**config.mk**
```make
export PLATFORM = sky130hd
export DESIGN_NAME = hex_rate_monitor_flat
export DESIGN_NICKNAME = d
export VERILOG_FILES = /design/src/rtl/hex_rate_monitor_if.sv /design/src/rtl/hex_rate_monitor.sv /design/src/flat_wrapper.sv
export SDC_FILE = /design/constraint.sdc
export NUM_CORES = 1
export LEC_CHECK = 0
export CORE_MARGIN = 2
export CORE_UTILIZATION = 30
export CTS_CLUSTER_SIZE = 20
export DETAILED_ROUTE_END_ITERATION = 8
export DONT_BUFFER_PORTS = 1
export HOLD_SLACK_MARGIN = 0.03
export PLACE_DENSITY_LB_ADDON = 0.08
export SYNTH_ARGS = -nofsm -noshare
export SYNTH_HDL_FRONTEND = slang
export SYNTH_SLANG_ARGS = --single-unit
```
**constraint.sdc**
```tcl
create_clock -name clock -period 2.52 [get_ports clock]
set_input_delay 0.63 -clock clock [delete_from_list [all_inputs] [get_ports clock]]
set_output_delay 0.63 -clock clock [all_outputs]
set_load 0.02 [all_outputs]
```
**src/rtl/hex_rate_monitor_if.sv**
```systemverilog
// Segment-bus monitor interface: stimulus side (enable, seg_in) and the
// decoded digit / step / period results.
// Optional rate_sel signal exists only with HEX_RATE_MONITOR_RATE_CLASS_EN.
interface hex_rate_monitor_if #(parameter int CNT_W = 28);
  logic             enable;
  logic [6:0]       seg_in;
  logic [3:0]       digit;
  logic             digit_valid;
  logic             invalid_pattern;
  logic             step_pulse;
  logic             wrap_pulse;
  logic             error_skip;
  logic [CNT_W-1:0] period;
  logic             period_valid;
`ifdef HEX_RATE_MONITOR_RATE_CLASS_EN
  logic [1:0]       rate_sel;

  modport master (output enable, seg_in,
                  input  digit, digit_valid, invalid_pattern, step_pulse, wrap_pulse,
                         error_skip, period, period_valid, rate_sel);
  modport slave  (input  enable, seg_in,
                  output digit, digit_valid, invalid_pattern, step_pulse, wrap_pulse,
                         error_skip, period, period_valid, rate_sel);
`else
  modport master (output enable, seg_in,
                  input  digit, digit_valid, invalid_pattern, step_pulse, wrap_pulse,
                         error_skip, period, period_valid);
  modport slave  (input  enable, seg_in,
                  output digit, digit_valid, invalid_pattern, step_pulse, wrap_pulse,
                         error_skip, period, period_valid);
`endif
endinterface

```
**src/rtl/hex_rate_monitor.sv**
```systemverilog
// hex_rate_monitor: debounces an active-low 7-segment bus, decodes it back to
// a hex digit, checks +1 mod 16 advances and measures the cycles between steps.
// Optional feature macro: HEX_RATE_MONITOR_RATE_CLASS_EN (adds rate_sel).
module hex_rate_monitor #(
  parameter int STABLE_CYCLES = 4,
  parameter int CNT_W         = 28
) (
  input logic               clock,
  input logic               reset_n,
  hex_rate_monitor_if.slave bus
);
  localparam int SW = $clog2(STABLE_CYCLES + 1);

  typedef enum logic [1:0] {EMPTY, HAVE_DIGIT, HAVE_STEP, LOCKED} state_t;

  state_t           state, state_nxt;
  logic [6:0]       seg_q, acc_pat;
  logic             acc_have;
  logic [SW-1:0]    stab_cnt;
  logic [CNT_W-1:0] interval, period_r;
  logic [3:0]       digit_r, dec_val;
  logic             dec_ok, accept, is_step;
  logic             dvalid_r, inv_r, step_r, wrap_r, skip_r, pvalid_r;
  logic             load_digit, do_step, do_wrap, do_skip, do_period, do_inval, clr_int;

  // A new pattern is taken once it has been seen STABLE_CYCLES times in a row;
  // acc_have lets the very first pattern after reset be taken even if it is 00.
  assign accept  = bus.enable && (stab_cnt == SW'(STABLE_CYCLES)) &&
                   (!acc_have || (seg_q != acc_pat));
  assign is_step = (state != EMPTY) && dec_ok && (dec_val == digit_r + 4'd1);

  // Decode the registered active-low pattern to a hex digit
  always_comb begin
    dec_ok  = 1'b1;
    dec_val = 4'h0;
    case (seg_q)
      7'h40: dec_val = 4'h0;
      7'h79: dec_val = 4'h1;
      7'h24: dec_val = 4'h2;
      7'h30: dec_val = 4'h3;
      7'h19: dec_val = 4'h4;
      7'h12: dec_val = 4'h5;
      7'h02: dec_val = 4'h6;
      7'h78: dec_val = 4'h7;
      7'h00: dec_val = 4'h8;
      7'h10: dec_val = 4'h9;
      7'h08: dec_val = 4'hA;
      7'h03: dec_val = 4'hB;
      7'h46: dec_val = 4'hC;
      7'h21: dec_val = 4'hD;
      7'h06: dec_val = 4'hE;
      7'h0E: dec_val = 4'hF;
      default: dec_ok = 1'b0;
    endcase
  end

  // Input register plus run-length of identical samples; remembers the accepted pattern
  always_ff @(posedge clock or negedge reset_n) begin
    if (!reset_n) begin
      seg_q    <= '0;
      stab_cnt <= '0;
      acc_pat  <= '0;
      acc_have <= 1'b0;
    end else if (bus.enable) begin
      seg_q <= bus.seg_in;
      if (bus.seg_in != seg_q)                 stab_cnt <= SW'(1);
      else if (stab_cnt != SW'(STABLE_CYCLES)) stab_cnt <= stab_cnt + 1'b1;
      if (accept) begin
        acc_pat  <= seg_q;
        acc_have <= 1'b1;
      end
    end
  end

  // FSM state register
  always_ff @(posedge clock or negedge reset_n) begin
    if (!reset_n) state <= EMPTY;
    else          state <= state_nxt;
  end

  // FSM next state: only accept events move it
  always_comb begin
    state_nxt = state;
    if (accept) begin
      if (!dec_ok)             state_nxt = EMPTY;
      else if (state == EMPTY) state_nxt = HAVE_DIGIT;
      else if (is_step)        state_nxt = (state == HAVE_DIGIT) ? HAVE_STEP : LOCKED;
      else                     state_nxt = HAVE_DIGIT;
    end
  end

  // FSM outputs: per-accept actions for the datapath
  always_comb begin
    load_digit = 1'b0;
    do_step    = 1'b0;
    do_wrap    = 1'b0;
    do_skip    = 1'b0;
    do_period  = 1'b0;
    do_inval   = 1'b0;
    clr_int    = 1'b0;
    if (accept) begin
      if (!dec_ok) begin
        do_inval = 1'b1;
        clr_int  = (state == EMPTY) || (state == HAVE_DIGIT);
      end else if (state == EMPTY) begin
        load_digit = 1'b1;
        clr_int    = 1'b1;
      end else if (is_step) begin
        load_digit = 1'b1;
        do_step    = 1'b1;
        do_wrap    = (digit_r == 4'hF);
        do_period  = (state == HAVE_STEP) || (state == LOCKED);
        clr_int    = 1'b1;
      end else begin
        load_digit = 1'b1;
        do_skip    = 1'b1;
        clr_int    = (state == HAVE_DIGIT);
      end
    end
  end

  // Saturating interval counter; restarts at 1 so a step-to-step gap of N edges reads N
  always_ff @(posedge clock or negedge reset_n) begin
    if (!reset_n)                interval <= '0;
    else if (bus.enable) begin
      if (clr_int)               interval <= CNT_W'(1);
      else if (interval != '1)   interval <= interval + CNT_W'(1);
    end
  end

  // Registered outputs; pulses only ever last one cycle because accept implies enable
  always_ff @(posedge clock or negedge reset_n) begin
    if (!reset_n) begin
      digit_r  <= '0;
      dvalid_r <= 1'b0;
      inv_r    <= 1'b0;
      step_r   <= 1'b0;
      wrap_r   <= 1'b0;
      skip_r   <= 1'b0;
      period_r <= '0;
      pvalid_r <= 1'b0;
    end else begin
      step_r <= do_step;
      wrap_r <= do_wrap;
      skip_r <= do_skip;
      if (load_digit) begin
        digit_r  <= dec_val;
        dvalid_r <= 1'b1;
        inv_r    <= 1'b0;
      end
      if (do_inval) begin
        inv_r    <= 1'b1;
        dvalid_r <= 1'b0;
        pvalid_r <= 1'b0;
      end
      if (do_skip) pvalid_r <= 1'b0;
      if (do_period) begin
        period_r <= interval;
        pvalid_r <= 1'b1;
      end
    end
  end

  assign bus.digit           = digit_r;
  assign bus.digit_valid     = dvalid_r;
  assign bus.invalid_pattern = inv_r;
  assign bus.step_pulse      = step_r & bus.enable;
  assign bus.wrap_pulse      = wrap_r & bus.enable;
  assign bus.error_skip      = skip_r & bus.enable;
  assign bus.period          = period_r;
  assign bus.period_valid    = pvalid_r;

`ifdef HEX_RATE_MONITOR_RATE_CLASS_EN
  logic [1:0] rate_r;

  function automatic logic [1:0] classify(input logic [CNT_W-1:0] p);
    if (64'(p) < 64'd2)                classify = 2'b00;
    else if (64'(p) < 64'd52_500_000)  classify = 2'b01;
    else if (64'(p) < 64'd150_000_000) classify = 2'b10;
    else                               classify = 2'b11;
  endfunction

  // Speed class follows period and drops to 00 whenever period_valid drops
  always_ff @(posedge clock or negedge reset_n) begin
    if (!reset_n)                 rate_r <= 2'b00;
    else if (do_period)           rate_r <= classify(interval);
    else if (do_inval || do_skip) rate_r <= 2'b00;
  end

  assign bus.rate_sel = rate_r;
`endif
endmodule

```
**src/flat_wrapper.sv**
```systemverilog
// flat-port wrapper written by rule: the top's interface ports become plain ports
module hex_rate_monitor_flat 
#(
  parameter int STABLE_CYCLES = 4,
  parameter int CNT_W         = 28
)
  (clock, reset_n, bus_enable, bus_seg_in, bus_digit, bus_digit_valid, bus_invalid_pattern, bus_step_pulse, bus_wrap_pulse, bus_error_skip, bus_period, bus_period_valid);
  hex_rate_monitor_if #(.CNT_W(CNT_W)) bus_i ();
  input logic clock;
  input logic reset_n;
  input wire logic [$bits(bus_i.enable)-1:0] bus_enable;
  input wire logic [$bits(bus_i.seg_in)-1:0] bus_seg_in;
  output wire logic [$bits(bus_i.digit)-1:0] bus_digit;
  output wire logic [$bits(bus_i.digit_valid)-1:0] bus_digit_valid;
  output wire logic [$bits(bus_i.invalid_pattern)-1:0] bus_invalid_pattern;
  output wire logic [$bits(bus_i.step_pulse)-1:0] bus_step_pulse;
  output wire logic [$bits(bus_i.wrap_pulse)-1:0] bus_wrap_pulse;
  output wire logic [$bits(bus_i.error_skip)-1:0] bus_error_skip;
  output wire logic [$bits(bus_i.period)-1:0] bus_period;
  output wire logic [$bits(bus_i.period_valid)-1:0] bus_period_valid;
  assign bus_i.enable = bus_enable;
  assign bus_i.seg_in = bus_seg_in;
  assign bus_digit = bus_i.digit;
  assign bus_digit_valid = bus_i.digit_valid;
  assign bus_invalid_pattern = bus_i.invalid_pattern;
  assign bus_step_pulse = bus_i.step_pulse;
  assign bus_wrap_pulse = bus_i.wrap_pulse;
  assign bus_error_skip = bus_i.error_skip;
  assign bus_period = bus_i.period;
  assign bus_period_valid = bus_i.period_valid;
  hex_rate_monitor #(.STABLE_CYCLES(STABLE_CYCLES), .CNT_W(CNT_W)) u_core (.clock(clock), .reset_n(reset_n), .bus(bus_i));
endmodule
```
==> metrics.yaml <==
synthesis:
  ys_ff_latch: 86
  netlist_instances: 410
  syn-cell-area_mm2: 0.00454
  ys_seq_area_frac: 0.474
  synth_nets: 424
  synth_top_area_frac: 0.474
  avgSynthCellArea_um2: 11.1
  synthTopCellsByArea: "dfrtp_1 47%, mux2_1 4.7%, mux2_2 4.2%"
  yosysTopAreaCell: "dfrtp_1"
  ys_warn_count: 0
  ys.flop_type: "dfrtp_1"
  synthArstFlopShare: 1.00
  synth-edff-count: 0
  synthDistinctLibCells: 57
routing:
  drt-pass1-iter-count: 4
  drcViolationCount: 0
  vias_per_cell: 5.10
  num_vias: 3397
  post_drt_wl_per_cell_um: 16.8
  drt_iter0_markers: 175
  ant_nets: 0
  wl_um: 11200
timing:
  finalSetupTns_ps: -3970
  final.setup.worst_slack_ps: -135
  holdWs_ps: -26.8
  period_share: 1.05
  setup_viol: 45
  worst_clock_skew_ps: 9.29
  min_period_ps: 2660
  hold_viol: 75
  fmax_mhz: 377
  relSlewSlack: 0.622
  slew_viol_final: 0
  rsz0062_at_grt: "yes"
  max_slew.worst_pin.slew_ps: 562
layout:
  layout.nets: 491
  antenna_cells: 0
  nFillCells: 1421
  syn_to_final_growth_pct: 30.3
  post_route_cells_drive_above_1_share: 0.367
  finalInstanceArea_mm2: 0.00591
hold_path:
  hold_path.class: "input pin to asynchronous set/reset pin"
status:
  status: "finished, violations left"
  violations: "hold timing, setup timing"
placed_design:
  place_area_mm2: 0.00510
  port_buffers: 0
  place.gp.congestion: 0.727
  detailed_place_hpwl_um: 7160
worst_setup_path:
  start_kind: "flip-flop"
  r2r-start: "u_core.seg_q[4]$_DFFE_PN0P_"
  r2r_cells: 10
  critPathMaxFanout: 11
  crit_arrival_ps: 2940
  timing.rr.end: "u_core.interval[6]$_DFFE_PN0P_"
  worstSetupEndpoint: "u_core.interval[6]$_DFFE_PN0P_"
  worstPathRequired_ps: 2800
  cp-end-kind: "flip-flop"
  worst-r2r-setup-slack_ps: -140
  setup.worst_path.start: "u_core.seg_q[4]$_DFFE_PN0P_"
  path_class: "flip-flop to flip-flop"
cts:
  clockBufferDepth: 2
  worstSkewPairLatency_ps: 350
  cts_tree: "done"
  root_buffer: "clkbuf_16"
  h-tree-depth: 3
  clk_pin_slew_ps: 70
  clkSinkCount: 86
  cts_inserted_buffers: 9
floorplanning:
  placementRows: 44
  die_area_mm2: 0.0161
  initial_core_util: 0.310
  die_w_um: 127
  die_h_um: 127
  io_pins: 48
  core_area_mm2: 0.0146
global_routing:
  grt_usage: 0.150
  grt_max_degree: 87
  grt_overflow: 0
  grt_first_pass_wirelength_um: 18900
  antenna_found_initial: 0
  grt_pass1_vias: 3546
flow_run:
  cap_violations: 0
power:
  p_leak_nw: 2.69
  vdd_drop_max_mv: 0.344
  power.density_mw_per_mm2: 601
## synth_stat cells, types with 8 or more instances
cell / n
inv_1: 8
nand2_1: 26
nor2_1: 19
or3_1: 17
o21ai_0: 22
xnor2_1: 17
mux2_1: 19
xor2_1: 11
nor3_1: 8
mux2_4: 9
dfrtp_1: 86
mux2_2: 17
nand4_1: 9
a21oi_1: 23
nand3_1: 17
## metal layers
| layer | GRT usage | vias to the layer above | part of all wire |
|---|---|---|---|
| met1 | 0.218 | 1680 | 0.52 |
| met3 | 0.0440 | 17 | 0.043 |
| li1 | - | 1640 | - |
| met5 | 0 | - | 0 |
| met2 | 0.211 | 60 | 0.42 |
| met4 | 0.0543 | 0 | 0.019 |
## cell type report
cell class,count,area (µm²),share of cell area
Clock inverter,6,92.6,0.0157
Clock buffer,10,239,0.0404
Timing Repair Buffer,78,677,0.114
Sequential cell,86,2160,0.365
Tap cell,184,230,0.0389
Inverter,8,30.0,0.00508
Multi-Input combinational cell,294,2480,0.420
## worst max-delay path, cell delays in order (launching register included)
cell and delay, ps:
dfrtp_1 410, buf_12 160, nor4b_4 280, a22oi_2 150
o21ai_2 140, or4b_4 490, o211ai_4 160, buf_12 170
a21oi_4 80, or3_4 380, a21oi_2 140
## worst min path at each step
stage                        from                           endpoint  slack [ps]  cells after the start
after global routing      reset_n    u_core.interval[17]$_DFFE_PN0P_         -50                      0
final                     reset_n     u_core.stab_cnt[0]$_DFFE_PN0P_         -30                      0
after floorplan           reset_n        u_core.acc_have$_DFFE_PN0P_         330                      0
after detailed placement  reset_n     u_core.stab_cnt[2]$_DFFE_PN0P_         340                      0
after CTS                 reset_n  u_core.bus.period[20]$_DFFE_PN0P_         -50                      0
after global placement    reset_n     u_core.stab_cnt[2]$_DFFE_PN0P_         340                      0
## cells in the final DEF (no fill, tap or decap), drive strengths merged, types with 5 or more instances in the layout
cell / Yosys / final
clkbuf: 4 / 10
nand2: 26 / 26
xor2: 11 / 11
nor2: 19 / 19
a21oi: 23 / 23
nand4: 9 / 9
or3: 17 / 17
nor3: 8 / 8
nor4b: 5 / 5
and3: 6 / 6
and4: 5 / 5
inv: 8 / 10
o21ai: 27 / 27
mux2: 45 / 45
nand3: 17 / 17
dfrtp: 86 / 86
and2: 6 / 6
buf: 20 / 78
xnor2: 17 / 17
## sequential cells by signal, summed over array words and instances, names as in the netlist, 2 cells and up
name,count
u_core.bus.digit,4
u_core.interval,28
u_core.seg_q,7
u_core.state,2
u_core.stab_cnt,3
u_core.acc_pat,7
u_core.bus.period,28
## kinds of logic (layout without fill, tap and decap cells)
logic type | count (synthesis) | after routing | synth area share
buffers and inverters | 32 | 102 | 0.0433
adders and majority gates | 4 | 4 | 0.0110
and+or+nand+nor | 140 | 140 | 0.184
muxes | 46 | 46 | 0.121
DFF | 86 | 86 | 0.474
xor gates and xnor gates | 28 | 28 | 0.0540
AOI/OAI and AO/OA | 74 | 76 | 0.112
## metrics by stage
step	cells	total power (W)	utilization	setup slack (ps)
4_1_cts	655	0.00355	0.388	-147
3_5_place_dp	627	0.00196	0.349	-331
2_1_floorplan	410	0.00180	-	-26.2
3_3_place_gp	627	0.00195	0.349	-282
6_report	666	0.00355	0.404	-135
5_1_grt	666	0.00373	0.404	-234
## report_power, final
group	switching (W)	internal [W]	leakage, nW
combinational	0.000246	0.000274	1.40
sequential	0.0000826	0.00145	1.13
clock	0.000597	0.000905	0.161
total	0.000925	0.00263	2.69
## repair_timing
action / in CTS / in global routing
setup buffers: 9 / 11
hold endpoints to repair: 86 / 86
pin swaps: 10 / 9
cloned: 3 / 0
resized for setup: 23 / 33
setup endpoints to repair: 59 / 59
Note: power is estimated with default switching activity, not from simulation.
